===== src/rtl/shift_chain_ctrl.sv =====
// Parallel-in/serial-out sequencer with load/shift strobes for a DFF chain.
// Optional parity beat: define SHIFT_CHAIN_PARITY_EN.
module shift_chain_ctrl #(
  parameter int WIDTH = 8,
  parameter int CNT_W = 4
) (
  input  logic             clk,
  input  logic             rst_n,
  input  logic [WIDTH-1:0] in_data,
  input  logic             in_valid,
  output logic             in_ready,
  output logic             sout,
  output logic             sout_valid,
  input  logic             sout_ready,
  output logic             sout_last,
  output logic             busy,
  output logic             chain_load,
  output logic             chain_shift
);

  localparam logic [0:0] IDLE  = 1'b0;
  localparam logic [0:0] SHIFT = 1'b1;

`ifdef SHIFT_CHAIN_PARITY_EN
  localparam int BEATS = WIDTH + 1;
`else
  localparam int BEATS = WIDTH;
`endif
  localparam logic [CNT_W-1:0] LAST_CNT = CNT_W'(BEATS - 1);

  logic [0:0]       state_q, state_d;
  logic [WIDTH-1:0] sreg_q, sreg_d;
  logic [CNT_W-1:0] cnt_q, cnt_d;
  logic             in_ready_q, in_ready_d;
  logic             load_q, load_d;
  logic             shift_q, shift_d;
  logic             capture, beat, at_last, data_bit;

`ifdef SHIFT_CHAIN_PARITY_EN
  localparam logic [CNT_W-1:0] PAR_CNT = CNT_W'(WIDTH);
  logic par_q, par_d;

  // Parity of the captured word, held for the trailing beat.
  always_ff @(posedge clk or negedge rst_n) begin
    if (!rst_n) par_q <= 1'b0;
    else        par_q <= par_d;
  end

  // Parity is latched together with the word.
  always_comb begin
    par_d = par_q;
    if (capture) par_d = ^in_data;
  end

  assign data_bit = (cnt_q == PAR_CNT) ? par_q : sreg_q[WIDTH-1];
`else
  assign data_bit = sreg_q[WIDTH-1];
`endif

  assign sout_valid  = (state_q == SHIFT);
  assign busy        = sout_valid;
  assign sout        = sout_valid & data_bit;
  assign at_last     = sout_valid & (cnt_q == LAST_CNT);
  assign sout_last   = at_last;
  assign in_ready    = in_ready_q;
  assign chain_load  = load_q;
  assign chain_shift = shift_q;
  assign capture     = (state_q == IDLE) & in_valid & in_ready_q;
  assign beat        = sout_valid & sout_ready;

  // Next-state logic for the sequencer and the shift register.
  always_comb begin
    state_d    = state_q;
    sreg_d     = sreg_q;
    cnt_d      = cnt_q;
    in_ready_d = in_ready_q;
    load_d     = capture;
    shift_d    = beat;
    unique case (state_q)
      IDLE: begin
        in_ready_d = 1'b1;
        if (capture) begin
          sreg_d     = in_data;
          cnt_d      = '0;
          state_d    = SHIFT;
          in_ready_d = 1'b0;
        end
      end
      SHIFT: begin
        in_ready_d = 1'b0;
        if (beat) begin
          sreg_d = {sreg_q[WIDTH-2:0], 1'b0};
          cnt_d  = cnt_q + 1'b1;
          if (at_last) begin
            state_d    = IDLE;
            cnt_d      = '0;
            in_ready_d = 1'b1;
          end
        end
      end
      default: begin
        state_d    = IDLE;
        in_ready_d = 1'b0;
      end
    endcase
  end

  // State registers; reset abandons any word in flight.
  always_ff @(posedge clk or negedge rst_n) begin
    if (!rst_n) begin
      state_q    <= IDLE;
      sreg_q     <= '0;
      cnt_q      <= '0;
      in_ready_q <= 1'b0;
      load_q     <= 1'b0;
      shift_q    <= 1'b0;
    end else begin
      state_q    <= state_d;
      sreg_q     <= sreg_d;
      cnt_q      <= cnt_d;
      in_ready_q <= in_ready_d;
      load_q     <= load_d;
      shift_q    <= shift_d;
    end
  end

endmodule


===== config.mk =====
export PLATFORM = sky130hd
export DESIGN_NAME = shift_chain_ctrl
export DESIGN_NICKNAME = d
export VERILOG_FILES = /design/src/rtl/shift_chain_ctrl.sv
export SDC_FILE = /design/constraint.sdc
export NUM_CORES = 1
export LEC_CHECK = 0
export ABC_AREA = 1
export BUFFER_PORTS_ARGS = -buffer_cell sky130_fd_sc_hd__buf_2
export CORE_UTILIZATION = 35
export DETAILED_ROUTE_END_ITERATION = 8
export HOLD_SLACK_MARGIN = 0.08
export MAX_ROUTING_LAYER = met4
export SYNTH_ARGS = -nofsm -noshare
export SYNTH_HDL_FRONTEND = slang
export SYNTH_SLANG_ARGS = --single-unit
export TNS_END_PERCENT = 1

===== constraint.sdc =====
create_clock -name clk -period 1.6 [get_ports clk]
set_input_delay 0.32 -clock clk [delete_from_list [all_inputs] [get_ports clk]]
set_output_delay 0.32 -clock clk [all_outputs]
set_load 0.03 [all_outputs]

==> flow_summary.yaml, run 1 <==
timing:
  relSlewSlack_pct: 76.3
  setup_viol: 0
  tightest_slew_ps: 355
  hold_violations: 0
  worst_slack_ps: 56.0
  drv_slew: 0
  fmax_ghz: 0.648
  fin_crit_ps: 1540
  fin_crit_sh_pct: 96.5
  skew_ps: 1.91
die:
  core_area_um2: 2230
  die_x_um: 50.8
  boundaryPins: 19
  start_util_pct: 37.4
  dieArea_um2: 2580
  die_h_um: 50.8
  rows: 17
power_and_ir_drop:
  p_leak_nw: 0.530
  pwr-share-clk_pct: 12.7
  p_sw_mw: 0.709
  peakVddDrop_v: 0.000625
  comb_power_share_pct: 45.3
  switching_share_pct: 43.9
  pwr-share-seq_pct: 42.0
  power_density_nw_per_um2: 1660
  p_int_mw: 0.907
  total_power_mw: 1.62
cts:
  cts_tree: "yes"
  clkSinkCount: 16
  htreeDepth: 1
  cts_root_buf: "clkbuf_4"
  path_clk_slew_ps: 90
  cts_buffers: 3
  clock_latency_ps: 270
  clockBufferDepth: 2
layout:
  drive_above_1_share_pct: 32.5
  final_net_count: 135
  stdcell_area_um2: 975
  syn2layout_area_growth_pct: 16.8
  diodes: 0
synth:
  yosys_warnings: 0
  synth_area_um2: 835
  yosysSeqAreaShare_pct: 48.0
  synth_commonest_cells: "nand2_1 (43), dfrtp_1 (16), inv_1 (12)"
  async_reset_ff_share_pct: 100
  synth_edf_count: 0
  yosys.cell_count.top_type: "nand2_1"
  synth_top_area_cell: "dfrtp_1"
  synth_top_area_share_pct: 48.0
  synthFlopType: "dfrtp_1"
  yosys-top-cells-area: "dfrtp_1 (48%), nand2_1 (19%), o21ai_2 (6.3%), inv_1 (5.4%), o21ai_1 (3.0%)"
  syn_avg_cell_area_um2: 8.35
  syn_nets: 113
  syn_inst: 100
  synth_seq_cells: 16
  synth_cell_type_count: 19
setup_path:
  critical_path.max_fanout: 11
  critical_path_class: "reg -> out"
  cp.required_ps: 1280
  cp-start-kind: "flip-flop"
  cp-end-kind: "output pin"
  arrival_ps: 1220
route:
  ant_nets: 0
  dr_total_vias: 655
  wl_um: 1450
  wl_per_cell_um: 9.81
  detail_route.first_pass.iterations: 4
  drc_errors: 0
  drt-initial-drc-count: 9
  viasPerCell: 4.43
placement:
  io_buffer_count: 18
  place_ws_ps: 219
  place_congestion: 0.717
  place_hpwl_um: 1050
  place_area_um2: 910
global_routing:
  antenna_found_initial: 0
  grt_pass1_vias: 632
  grt_busiest_layer: "met2"
  grt_util_met1_pct: 18.0
  met2_usage_pct: 20.0
  overflow: 0
  grt_pass1_wl_um: 2580
  grtUsageTotal_pct: 13.9
  grt_max_degree: 17
  met3_usage_pct: 3.27
job:
  cap_violations: 0
run_status:
  outcome: "complete, no violations"
min_path:
  worstHoldPathType: "in -> reg"
## cell families after synthesis
group | synth area share, %
AOI/OAI and AO/OA | 9.29
adders and majority gates | 1.50
buffers and inverters | 12.6
and+or+nand+nor | 28.6
DFF | 48.0
## stage by stage
stage / util, % / hold slack, ps / setup TNS, ps / std cells
global route: 43.6 / 240 / -9.76 / 148
finish: 43.6 / 242 / 0 / 148
detailed placement: 40.7 / 259 / 0 / 142
floorplan: - / 24.4 / 0 / 100
global placement: 40.7 / 254 / 0 / 142
CTS: 42.7 / 236 / 0 / 147
## power groups by stage
stage / clock, mW / sequential (mW) / combinational [mW]
floorplan: 0 / 0.698 / 0.591
global placement: 0 / 0.683 / 0.678
detailed placement: 0 / 0.691 / 0.686
CTS: 0.216 / 0.677 / 0.721
global route: 0.231 / 0.706 / 0.837
finish: 0.205 / 0.679 / 0.733
## area by class of cell
type / instances / area [um^2]
Timing Repair Buffer: 21 / 121
Inverter: 14 / 55.1
Sequential cell: 16 / 402
Clock buffer: 3 / 22.5
Tap cell: 28 / 35.0
Multi-Input combinational cell: 66 / 339
Fill cell: 226 / 1260
## critical path, stage by stage (launching register included)
cell and delay (ps):
dfrtp_2 520, nand2_1 140, nor2_4 150, buf_6 140
## cells in the final DEF (no fill, tap or decap), drive strengths merged
master        n
nand4         1
nand2        45
nor2          5
o21ai        11
nand3         3
dlygate4sd3   1
clkbuf        3
buf          20
ha            1
inv          14
dfrtp        16
## worst paths after layout
path	startpoint	to	slack, ps	cells past startpoint
max	busy	sout_last	60	3
min	in_data[0]	sreg_q[0]	240	3
max reg2reg	busy	cnt_q[3]	320	6
min reg2reg	sreg_q[7]	sreg_q[7]	490	2
max in group asynchronous	rst_n	busy	850	2
min in group asynchronous	rst_n	sreg_q[3]	470	2
## metal layers
metal / vias to the layer above / wire, um
li1: 345 / -
met1: 299 / 700
met2: 9 / 685
met3: 2 / 53
met4: 0 / 12
met5: - / 0
## flip-flops by register name, summed over array words and instances, names as in the netlist
register,flops
chain_shift,1
in_ready,1
busy,1
cnt_q,4
chain_load,1
sreg_q,8
## timing repair
action,in CTS,in global routing
hold endpoints to repair,16,0
pin swaps,0,2
gates cloned,0,0
setup endpoints to repair,2,1
gates resized for setup,2,4
setup buffers,1,1
hold buffers,1,0
(Power assumes the default switching activity.)
==> run 2, diff against run 1 <==
ABC_AREA = unset   (was 1)
CORE_MARGIN = 4   (was unset)
==> run 2 against run 1 <==
Against the previous run: core utilization is 3.7 points higher; largest cell class unchanged; first-iteration DRC count is 22% lower; non-clock buffer count is 1 higher; area after synthesis is 5.5% lower; wire length is 1.6% higher; maximum frequency is 1.5% lower; worst setup slack worse by 24 ps; sequential power is 3.2% lower.
==> flow_summary.yaml, run 2 <==
synth:
  synth_seq_cells: 16
  async_reset_ff_share_pct: 100
  synth_commonest_cells: "dfrtp_1 (16), mux2_2 (14), nand3_1 (6)"
  yosys-top-cells-area: "dfrtp_1 (51%), mux2_2 (20%), nand3_1 (3.8%), nand3b_4 (2.5%), inv_1 (2.4%)"
  synthFlopType: "dfrtp_1"
  synth_top_area_share_pct: 50.8
  yosysSeqAreaShare_pct: 50.8
  syn_nets: 76
  synth_top_area_cell: "dfrtp_1"
  syn_avg_cell_area_um2: 12.5
  synth_edf_count: 0
  yosys.cell_count.top_type: "dfrtp_1"
  synth_cell_type_count: 20
  syn_inst: 63
  synth_area_um2: 788
  yosys_warnings: 0
route:
  ant_nets: 0
  viasPerCell: 4.95
  dr_total_vias: 559
  drt-initial-drc-count: 7
  wl_um: 1480
  drc_errors: 0
  wl_per_cell_um: 13.1
  detail_route.first_pass.iterations: 3
die:
  dieArea_um2: 3080
  boundaryPins: 19
  core_area_um2: 2040
  start_util_pct: 38.6
  rows: 16
  die_x_um: 55.5
  die_h_um: 55.5
min_path:
  worstHoldPathType: "in -> reg"
  min_delay_path_depth: 3
  min_from: "in_data[0]"
  min_to: "sreg_q[0]"
setup_path:
  cp.required_ps: 1280
  cp-start-kind: "flip-flop"
  path_delay_family: "flip-flops"
  critical_path.max_fanout: 4
  arrival_ps: 1250
  cp_slowest_stage_delay_ps: 380
  regToRegSetupSlack_ps: 130
  crit_chain: "ha_2 -> and4_4 -> buf_6"
  reg2reg_depth: 4
  critical_path_class: "reg -> out"
  timing.critical_path.buf_inv: 1
  rr_startpoint: "busy"
  cp_slowest_cell: "dfrtp_1"
  r2r_end: "sreg_q[7]"
  cp-end-kind: "output pin"
job:
  cap_violations: 0
placement:
  place_hpwl_um: 1070
  place_congestion: 0.824
  io_buffer_count: 18
cts:
  cts_root_buf: "clkbuf_4"
  cts_tree: "yes"
  htreeDepth: 1
  clockBufferDepth: 2
  clkSinkCount: 16
  clock_latency_ps: 290
  cts_buffers: 3
  path_clk_slew_ps: 90
timing:
  setup_viol: 0
  relSlewSlack_pct: 76.2
  hold_violations: 0
  rsz0062_at_grt: "true"
  skew_ps: 2.80
  drv_slew: 0
  fin_crit_sh_pct: 98.0
  tightest_slew_ps: 356
  fmax_ghz: 0.638
  fin_crit_ps: 1570
  hold_ws_ps: 266
layout:
  largest-register: "sreg_q"
  final_cell_mix: "buf_2 (17), dfrtp_1 (15), mux2_2 (14), nand3_1 (6), inv_1 (5)"
  final_common_cell: "buf_2"
  top_regs: "sreg_q (8), cnt_q (4)"
  diodes: 0
  largest_register_ffs: 8
  utilization_pct: 47.4
  final_net_count: 100
  syn2layout_area_growth_pct: 22.7
  drive_above_1_share_pct: 55.8
  nFillCells: 220
global_routing:
  overflow: 0
  grt_max_degree: 17
  grt_pass1_wl_um: 2530
  antenna_found_initial: 0
  grtUsageTotal_pct: 10.7
  grt_pass1_vias: 569
power_and_ir_drop:
  p_leak_nw: 0.499
  total_power_mw: 1.58
  peakVddDrop_v: 0.000805
  power_density_nw_per_um2: 1640
run_status:
  outcome: "complete, no violations"
-- run 2: changes by cell type after synthesis, sizes merged, moves of 2 or more --
cell,change
nand2,-43
mux2,+14
nand3b,+2
nand3,+3
inv,-9
o21ai,-8
nor2,-5
a21oi,+3
-- run 2: worst reg2reg max path, delay by kind of cell, from the launching register on --
family / cells / cell delay, ps
flops: 1 / 430
buf+inv: 1 / 160
mux: 1 / 370
simple gates: 2 / 410
-- run 2: cells by family after synthesis --
group / synth area share (%)
mux: 21.3
flops: 50.8
compound gates: 6.51
buf+inv: 5.71
fa+ha+maj: 1.59
simple gates: 14.1
-- run 2: power breakdown --
part           leakage, nW  internal (mW)  switching (mW)
sequential           0.203          0.558          0.0987
clock               0.0210          0.139           0.131
combinational        0.276          0.338           0.319
total                0.499           1.03           0.549
-- run 2: through the flow --
step,setup WS (ps),area (um^2),TNS [ps],instances
2_1_floorplan,35.3,788,0,63
3_3_place_gp,237,893,0,106
3_5_place_dp,207,893,0,106
4_1_cts,-3.03,952,-3.03,111
5_1_grt,-40.3,967,-40.3,113
6_report,32.0,967,0,113
-- run 2: area by class of cell --
class	instances	area [um^2]	area share, %
sequential	16	402	41.5
tap	27	33.8	3.49
clock buffer	4	36.3	3.75
multi-input combinational	39	348	36.0
timing repair buffer	22	129	13.3
inverter	5	18.8	1.94
-- run 2: repair_timing --
item	CTS	global route
setup buffers	0	2
pin swaps	1	0
endpoints found under the setup margin	2	2
hold endpoints to repair	16	0
gates resized for setup	5	0
hold buffers	1	0
-- run 2: worst max-delay path by stage --
| stage | depth (start not counted) | from | slack [ps] | endpoint |
|---|---|---|---|---|
| final | 3 | cnt_q[0] | 30 | sout_last |
| after global routing | 3 | cnt_q[1] | -40 | sout_last |
| after CTS | 3 | cnt_q[0] | -3 | sout_last |
| after detailed placement | 3 | busy | 210 | sreg_q[7] |
| after global placement | 3 | busy | 240 | sreg_q[2] |
| after floorplan | 3 | busy | 40 | sout_last |
-- run 2: layer usage --
metal	vias up	GRT usage (%)	share of wire (%)
met5	-	-	0
met4	0	2.08	0.47
met3	2	5.59	6.4
met2	14	16.2	49
met1	274	12.6	44
li1	269	-	-
==> run 3, diff against run 2 <==
CORE_UTILIZATION = 50   (was 35)
PLACE_DENSITY = 0.75   (was unset)
clock period = 1.8 ns   (was 1.6 ns; I/O delays follow)
==> run 3 against run 2 <==
Against the previous run: worst hold slack improved by 55 ps; combinational power shrank 20%; sequential share of layout area rose by 2.4 points; worst setup slack improved by 68 ps; sequential power fell by 8.1%; non-clock buffer count is 2 lower; core utilization is 13 points higher; highest routed layer unchanged; register-to-register slack better by 250 ps; critical path depth unchanged.
==> flow_summary.yaml, run 3 (same netlist as run 2, synthesis figures left out) <==
route:
  wl_um: 1420
  dr_total_vias: 538
  viasPerCell: 5.43
  drt-initial-drc-count: 1
  wl_per_cell_um: 14.3
  drc_errors: 0
  detail_route.first_pass.iterations: 3
  ant_nets: 0
placement:
  place_hpwl_um: 1020
  dp_cells: 95
  place_ws_ps: 281
  place_congestion: 0.709
  io_buffer_count: 18
cts:
  path_clk_slew_ps: 90
  cts_tree: "yes"
  clockBufferDepth: 2
  clkSinkCount: 16
  htreeDepth: 1
  clock_latency_ps: 280
  cts_buffers: 3
  cts_root_buf: "clkbuf_4"
setup_path:
  cp-start-kind: "flip-flop"
  reg2reg_depth: 3
  path_delay_family: "flip-flops"
  cp.required_ps: 1440
  cp-end-kind: "output pin"
  critical_path.max_fanout: 4
  arrival_ps: 1340
  cp_slowest_stage_delay_ps: 390
  timing.critical_path.buf_inv: 1
  cp_slowest_cell: "dfrtp_1"
  critical_path_class: "reg -> out"
  crit_chain: "ha_1 -> and4_1 -> buf_2"
  cp.depth: 3
layout:
  utilization_pct: 60.6
  multi_input_area_um2: 343
  seqCellArea_um2: 402
  diodes: 0
  largest-register: "sreg_q"
  final_common_cell: "buf_2"
  largest_register_ffs: 8
  top_regs: "sreg_q (8), cnt_q (4)"
  syn2layout_area_growth_pct: 15.9
  final_cell_mix: "buf_2 (18), dfrtp_1 (15), mux2_2 (14), nand3_1 (6), inv_1 (5)"
  drive_above_1_share_pct: 51.8
  nFillCells: 133
  final_net_count: 98
  layout.cells.non_filler: 99
global_routing:
  antenna_found_initial: 0
  grt_pass1_wl_um: 2230
  overflow: 0
  grt_pass1_vias: 519
  grtUsageTotal_pct: 14.7
  grt_max_degree: 17
timing:
  setup_tns_ps: 0
  skew_ps: 0.663
  fin_crit_ps: 1700
  hold_violations: 0
  drv_slew: 0
  fmax_ghz: 0.588
  relSlewSlack_pct: 75.9
  tightest_slew_ps: 362
  fin_crit_sh_pct: 94.4
  rsz0062_at_grt: "false"
  worst_slack_ps: 100
  setup_viol: 0
run_status:
  outcome: "complete, no violations"
die:
  core_area_um2: 1510
  dieArea_um2: 2280
  boundaryPins: 19
  die_x_um: 47.7
  start_util_pct: 52.3
  rows: 14
  die_h_um: 47.7
job:
  cap_violations: 0
power_and_ir_drop:
  power_density_nw_per_um2: 1440
  p_leak_nw: 0.483
  peakVddDrop_v: 0.000739
min_path:
  worstHoldPathType: "in -> reg"
  min_delay_path_depth: 3
[run 3: worst reg2reg max path: stages (launching register included)]
cell	delay, ps
dfrtp_2	500
nand3b_4	240
nand2_2	210
mux2_2	360
[run 3: per-stage QoR]
step / instance area, um^2 / hold slack [ps] / power [mW]
final: 913 / 321 / 1.31
after global routing: 913 / 337 / 1.40
after CTS: 912 / 320 / 1.33
after detailed placement: 880 / 294 / 1.14
after global placement: 880 / 289 / 1.11
after floorplan: 788 / 64.4 / 1.02
[run 3: worst paths after layout]
kind | start | slack [ps] | end
worst max-delay path | cnt_q[0] | 100 | sout_last
min in group asynchronous | rst_n | 520 | cnt_q[1]
worst max register to register | busy | 380 | sreg_q[1]
max in group asynchronous | rst_n | 1000 | busy
worst min-delay path | in_data[0] | 320 | sreg_q[0]
worst min register to register | sreg_q[4] | 510 | sreg_q[4]
[run 3: layout make-up]
class	instances	share of cell area [%]
flip-flops and latches	16	44.0
multi-input cells	39	37.5
repair buffers	20	11.8
clock buffers	3	2.47
well taps	16	2.19
inverters	5	2.05
[run 3: per-layer routing]
metal / GRT usage [%] / share of wire (%) / vias up
li1: - / - / 264
met1: 17.4 / 43 / 257
met2: 22.7 / 50 / 13
met3: 3.38 / 5.1 / 4
met4: 8.06 / 1.5 / 0
met5: - / 0 / -
[run 3: report_power, final]
group	leakage [nW]	switching (mW)	internal, mW	total (mW)
registers	0.203	0.108	0.496	0.604
clock network	0.0138	0.105	0.0776	0.182
logic	0.267	0.259	0.269	0.528
[run 3: what timing repair did]
| item | 4_1_cts | 5_1_grt |
|---|---|---|
| setup endpoints to repair | 0 | 1 |
| resized for setup | 0 | 1 |
| setup buffers | 0 | 0 |
| hold buffers | 1 | 0 |
| hold endpoints to repair | 16 | 0 |
